[config.mk]
export PLATFORM = sky130hd
export DESIGN_NAME = pdm_audio_capture
export DESIGN_NICKNAME = d
export VERILOG_FILES = /design/src/rtl/pdm_audio_capture_pkg.sv /design/src/rtl/pdm_audio_capture_chan_acc.sv /design/src/rtl/pdm_audio_capture.sv
export SDC_FILE = /design/constraint.sdc
export NUM_CORES = 1
export LEC_CHECK = 0
export CAP_MARGIN = 20
export CORE_AREA = 5 5 66 68
export DETAILED_ROUTE_END_ITERATION = 7
export DIE_AREA = 0 0 71 73
export GPL_TIMING_DRIVEN = 0
export MAX_ROUTING_LAYER = met4
export PLACE_DENSITY = 0.79
export SLEW_MARGIN = 20
export SYNTH_ARGS = -nofsm -noshare
export SYNTH_HDL_FRONTEND = slang
export SYNTH_SLANG_ARGS = --single-unit
export TNS_END_PERCENT = 10
[constraint.sdc]
create_clock -name clk -period 4.18 [get_ports clk]
set_input_delay 0.418 -clock clk [delete_from_list [all_inputs] [get_ports clk]]
set_output_delay 0.418 -clock clk [all_outputs]
set_load 0.05 [all_outputs]
[src/rtl/pdm_audio_capture_pkg.sv]
// Shared helpers for the PDM audio capture block.
package pdm_audio_capture_pkg;

  // Bits needed to index n items, never less than one.
  function automatic int unsigned min1_clog2(input int unsigned n);
    return (n <= 1) ? 1 : $clog2(n);
  endfunction

endpackage

[src/rtl/pdm_audio_capture_chan_acc.sv]
// Per-channel ones counter: latches the raw bit, accumulates, and captures the
// count into pcm at the window boundary.
module pdm_chan_acc #(
  parameter int unsigned CNT_W = 7
) (
  input  logic             clk,
  input  logic             rst,
  input  logic             en,
  input  logic             sel,
  input  logic             din,
  input  logic             boundary,
  output logic             bit_out,
  output logic [CNT_W-1:0] pcm
);

  logic [CNT_W-1:0] acc;
  logic [CNT_W-1:0] sum;

  // Running count including this edge's bit when this channel is sampled.
  assign sum = acc + CNT_W'(sel & din);

  // Accumulate, capture on the boundary and restart the window on the same edge.
  always_ff @(posedge clk) begin
    if (rst) begin
      acc     <= '0;
      pcm     <= '0;
      bit_out <= 1'b0;
    end else if (en) begin
      if (sel) begin
        bit_out <= din;
      end
      if (boundary) begin
        pcm <= sum;
        acc <= '0;
      end else begin
        acc <= sum;
      end
    end
  end

endmodule

[src/rtl/pdm_audio_capture.sv]
// Demultiplexes a slot-interleaved 1-bit audio stream into CHANNELS channels
// and decimates each by counting ones over DECIM frames.
module pdm_audio_capture
  import pdm_audio_capture_pkg::*;
#(
  parameter  int unsigned CHANNELS = 2,
  parameter  int unsigned DECIM    = 64,
  localparam int unsigned CNT_W    = $clog2(DECIM + 1),
  localparam int unsigned SLOT_W   = min1_clog2(CHANNELS)
) (
  input  logic                      clk,
  input  logic                      rst,
  input  logic                      en,
  input  logic                      din,
  output logic [SLOT_W-1:0]         slot,
  output logic                      frame_start,
  output logic [CHANNELS-1:0]       bit_out,
  output logic [CHANNELS*CNT_W-1:0] pcm,
  output logic                      pcm_valid
);

  localparam int unsigned FRAME_W = min1_clog2(DECIM);

  logic [FRAME_W-1:0] frame_cnt;
  logic               last_slot;
  logic               last_frame;
  logic               boundary;

  // Window-end detection; boundary only fires on an enabled edge.
  assign last_slot   = (slot == SLOT_W'(CHANNELS - 1));
  assign last_frame  = (frame_cnt == FRAME_W'(DECIM - 1));
  assign boundary    = en & last_slot & last_frame;
  assign frame_start = en & (slot == '0);

  // Slot index wraps after the last channel of each frame.
  always_ff @(posedge clk) begin
    if (rst) begin
      slot <= '0;
    end else if (en) begin
      slot <= last_slot ? '0 : slot + SLOT_W'(1);
    end
  end

  // Frame counter advances once per completed frame and wraps per window.
  always_ff @(posedge clk) begin
    if (rst) begin
      frame_cnt <= '0;
    end else if (en && last_slot) begin
      frame_cnt <= last_frame ? '0 : frame_cnt + FRAME_W'(1);
    end
  end

  // One-cycle strobe following the edge that closes a window.
  always_ff @(posedge clk) begin
    if (rst) begin
      pcm_valid <= 1'b0;
    end else begin
      pcm_valid <= boundary;
    end
  end

  for (genvar c = 0; c < CHANNELS; c++) begin : g_chan
    pdm_chan_acc #(
      .CNT_W(CNT_W)
    ) u_acc (
      .clk     (clk),
      .rst     (rst),
      .en      (en),
      .sel     (slot == SLOT_W'(c)),
      .din     (din),
      .boundary(boundary),
      .bit_out (bit_out[c]),
      .pcm     (pcm[c*CNT_W +: CNT_W])
    );
  end

endmodule

==> impl_metrics.toml <==
[critical_path]
critical_path_class = "input port to output port"
critPathCaptureType = "output port"
cp_slowest_cell = "clkdlybuf4s50_1"
rr_worst_depth = 6
cpMostUsedCell = "clkdlybuf4s50_1"
cp-start-kind = "input port"
cpPeakStageDelay_ns = 0.82
cp.arrival_ns = 2.13
worstPathCellList = "clkdlybuf4s50_1 > inv_1 > nor2_1 > clkdlybuf4s50_1"
required_ns = 3.76
critical_path.max_fanout = 5

[floorplanning]
io-pin-count = 23
core_area_sq_mm = 0.00380
die_h_um = 73
die_w_um = 71
initial_core_util = 0.468
dieArea_sq_mm = 0.00518
rows = 23

[logic_synthesis]
ys_types = 40
yosysTopAreaCell = "dfxtp_1"
synth.area.top_cells = "dfxtp_1 (43%), nor2_1 (4.4%), xnor2_1 (4.4%), a211oi_2 (4.2%), a21oi_1 (3.7%)"
synth_edf_count = 0
syn_area_per_cell_sq_um = 9.21
synth_top_family_by_area = "simple AND/OR/NAND/NOR gates"
seq_area_frac_synth = 0.428
synth_area_sq_mm = 0.00178
synthCells = 193
synth-compound-area-share = 0.171
ys_async_sr_fraction = 0
synthesis.nets = 202
synth-seq-cells = 38
synthFlopType = "dfxtp_1"
synthSimpleGateAreaFrac = 0.215
synth-xor-area-share = 0.0690
synth_top_area_share = 0.428
synthAdderAreaFrac = 0.0352
yosys_warnings = 0
synth_mux_area_frac = 0.0338

[clock_network]
clockBufferDepth = 2
cts_hold_buf = 0
root_buffer = "clkbuf_8"
cts_sinks = 38
clkLatencyLatePin_ns = 0.29
post_cts_buffers = 0
cts_buffers = 5
h-tree-depth = 2
clk_pin_slew_ns = 0.07
cts_tree = "done"
cts_resized = 0

[global_routing]
grt_pass1_wl_um = 6360
grt_overflow_total = 0
grt_antenna_before_repair = 0
grt_usage = 0.161
first_global_vias = 1387
grt_max_degree = 13

[power_and_ir_drop]
p_per_area_mw_per_mm2 = 337
total_power_uw = 728
peakVddDrop_v = 0.000207
cellLeakagePower_nw = 0.766

[detailed_routing]
wl_per_cell_um = 13.1
postRouteAntennaNets = 0
routed_via_density = 5.31
totalWireLength_um = 3570
dr.pass1.iters = 4
drc = 0
drt-initial-drc-count = 68
dr_total_vias = 1443

[placement]
dp_slack_ns = 1.63
gp_congestion = 0.859
numPortBuffers = 21
hpwlAfterDp_um = 2530

[outcome]
status = "finished clean"

[timing]
period_share = 0.609
clock-skew-final_ns = 0.00605
finalSetupViolCount = 0
hold_viol = 0
slew_viol_final = 0
final.setup.worst_slack_ns = 1.63
fin_hold_ws_ns = 0.466
rsz0062_at_grt = "no"
finalSetupTns_ns = 0
fin_crit_ns = 2.55
slew_headroom = 0.659
worst_pin_slew_ns = 0.510
clock.fmax_mhz = 393

[job]
max_cap_violations = 0

[layout]
area_growth_pct = 21.5
drive_above_1_share = 0.140
diodes = 0
final_nets = 230

[worst_hold_path]
worstHoldPathCells = 2
worstHoldPathType = "register to register"
-- cell usage in the layout, fill, tap and decap left out, types with 2 or more instances in the layout --
master,n
buf_6,2
nand2_1,14
nor3_1,4
xor2_1,5
buf_4,2
clkbuf_1,4
and2_1,3
inv_1,2
clkdlybuf4s50_1,21
ha_1,5
dfxtp_1,38
and4b_1,2
a31o_2,2
xnor2_1,9
a21oi_1,13
o21ai_0,11
a22oi_1,2
mux2i_1,6
and3_1,4
a211oi_2,6
a32o_1,3
nor3b_1,2
clkbuf_8,5
nor2_1,21
buf_2,5
clkinv_2,2
nand3_1,12
-- kinds of logic after synthesis --
family                     after synthesis
xor gates and xnor gates                14
AOI/OAI and AO/OA                       42
DFF                                     38
and+or+nand+nor                         73
buffers and inverters                   15
adders and majority gates                5
muxes                                    6
-- flip-flops by register name, summed over array words and instances, names as in the netlist --
signal                cells
frame_cnt                 6
g_chan.u_acc.acc         14
g_chan.u_acc.bit_out      2
g_chan.u_acc.pcm         14
pcm_valid                 1
slot                      1
-- worst max-delay path: cells and delay by family --
kind	cells	cell delay, ns
buf+inv	3	1.54
simple gates	1	0.17
-- final timing paths --
path	startpoint	end	slack (ns)
worst max-delay path	en	frame_start	1.63
worst min-delay path	g_chan[1].u_acc.bit_out	g_chan[1].u_acc.bit_out	0.47
worst max register to register	slot	g_chan[0].u_acc.acc[6]	2.27
worst min register to register	g_chan[1].u_acc.bit_out	g_chan[1].u_acc.bit_out	0.47
-- area by class of cell --
cell class | instances | area [sq um]
buffer | 13 | 77.6
inverter | 2 | 7.51
clock buffer | 5 | 68.8
timing repair buffer | 21 | 210
fill | 350 | 1640
clock inverter | 3 | 40.0
multi-input combinational | 140 | 931
tap | 50 | 62.6
sequential | 38 | 761
-- metal layers --
metal | share of wire | up-vias | GRT usage
met1 | 0.47 | 666 | 0.197
li1 | - | 739 | -
met2 | 0.46 | 33 | 0.251
met5 | 0 | - | -
met3 | 0.048 | 5 | 0.0496
met4 | 0.014 | 0 | 0.0564
-- stage by stage --
stage | utilization | std cells | instance area (sq um)
5_1_grt | 0.568 | 272 | 2160
4_1_cts | 0.568 | 272 | 2160
3_3_place_gp | 0.540 | 264 | 2050
6_report | 0.568 | 272 | 2160
3_5_place_dp | 0.540 | 264 | 2050
2_1_floorplan | - | 193 | 1780
-- power by group --
part / internal (mW) / total, mW / switching (mW)
clock network: 0.175 / 0.303 / 0.128
logic: 0.0184 / 0.0535 / 0.0351
registers: 0.366 / 0.371 / 0.00456
-- synthesized netlist by cell type, types with 3 or more instances --
library cell,instances
and3_1,4
clkbuf_1,4
nor3_1,4
nand3_1,12
mux2i_1,6
a21oi_1,13
nand2_1,14
xnor2_1,9
and2_1,3
o21ai_0,11
buf_2,5
nor2_1,21
xor2_1,5
a211oi_2,6
ha_1,5
a32o_1,3
dfxtp_1,38
Power figures use the tool's default switching activity.
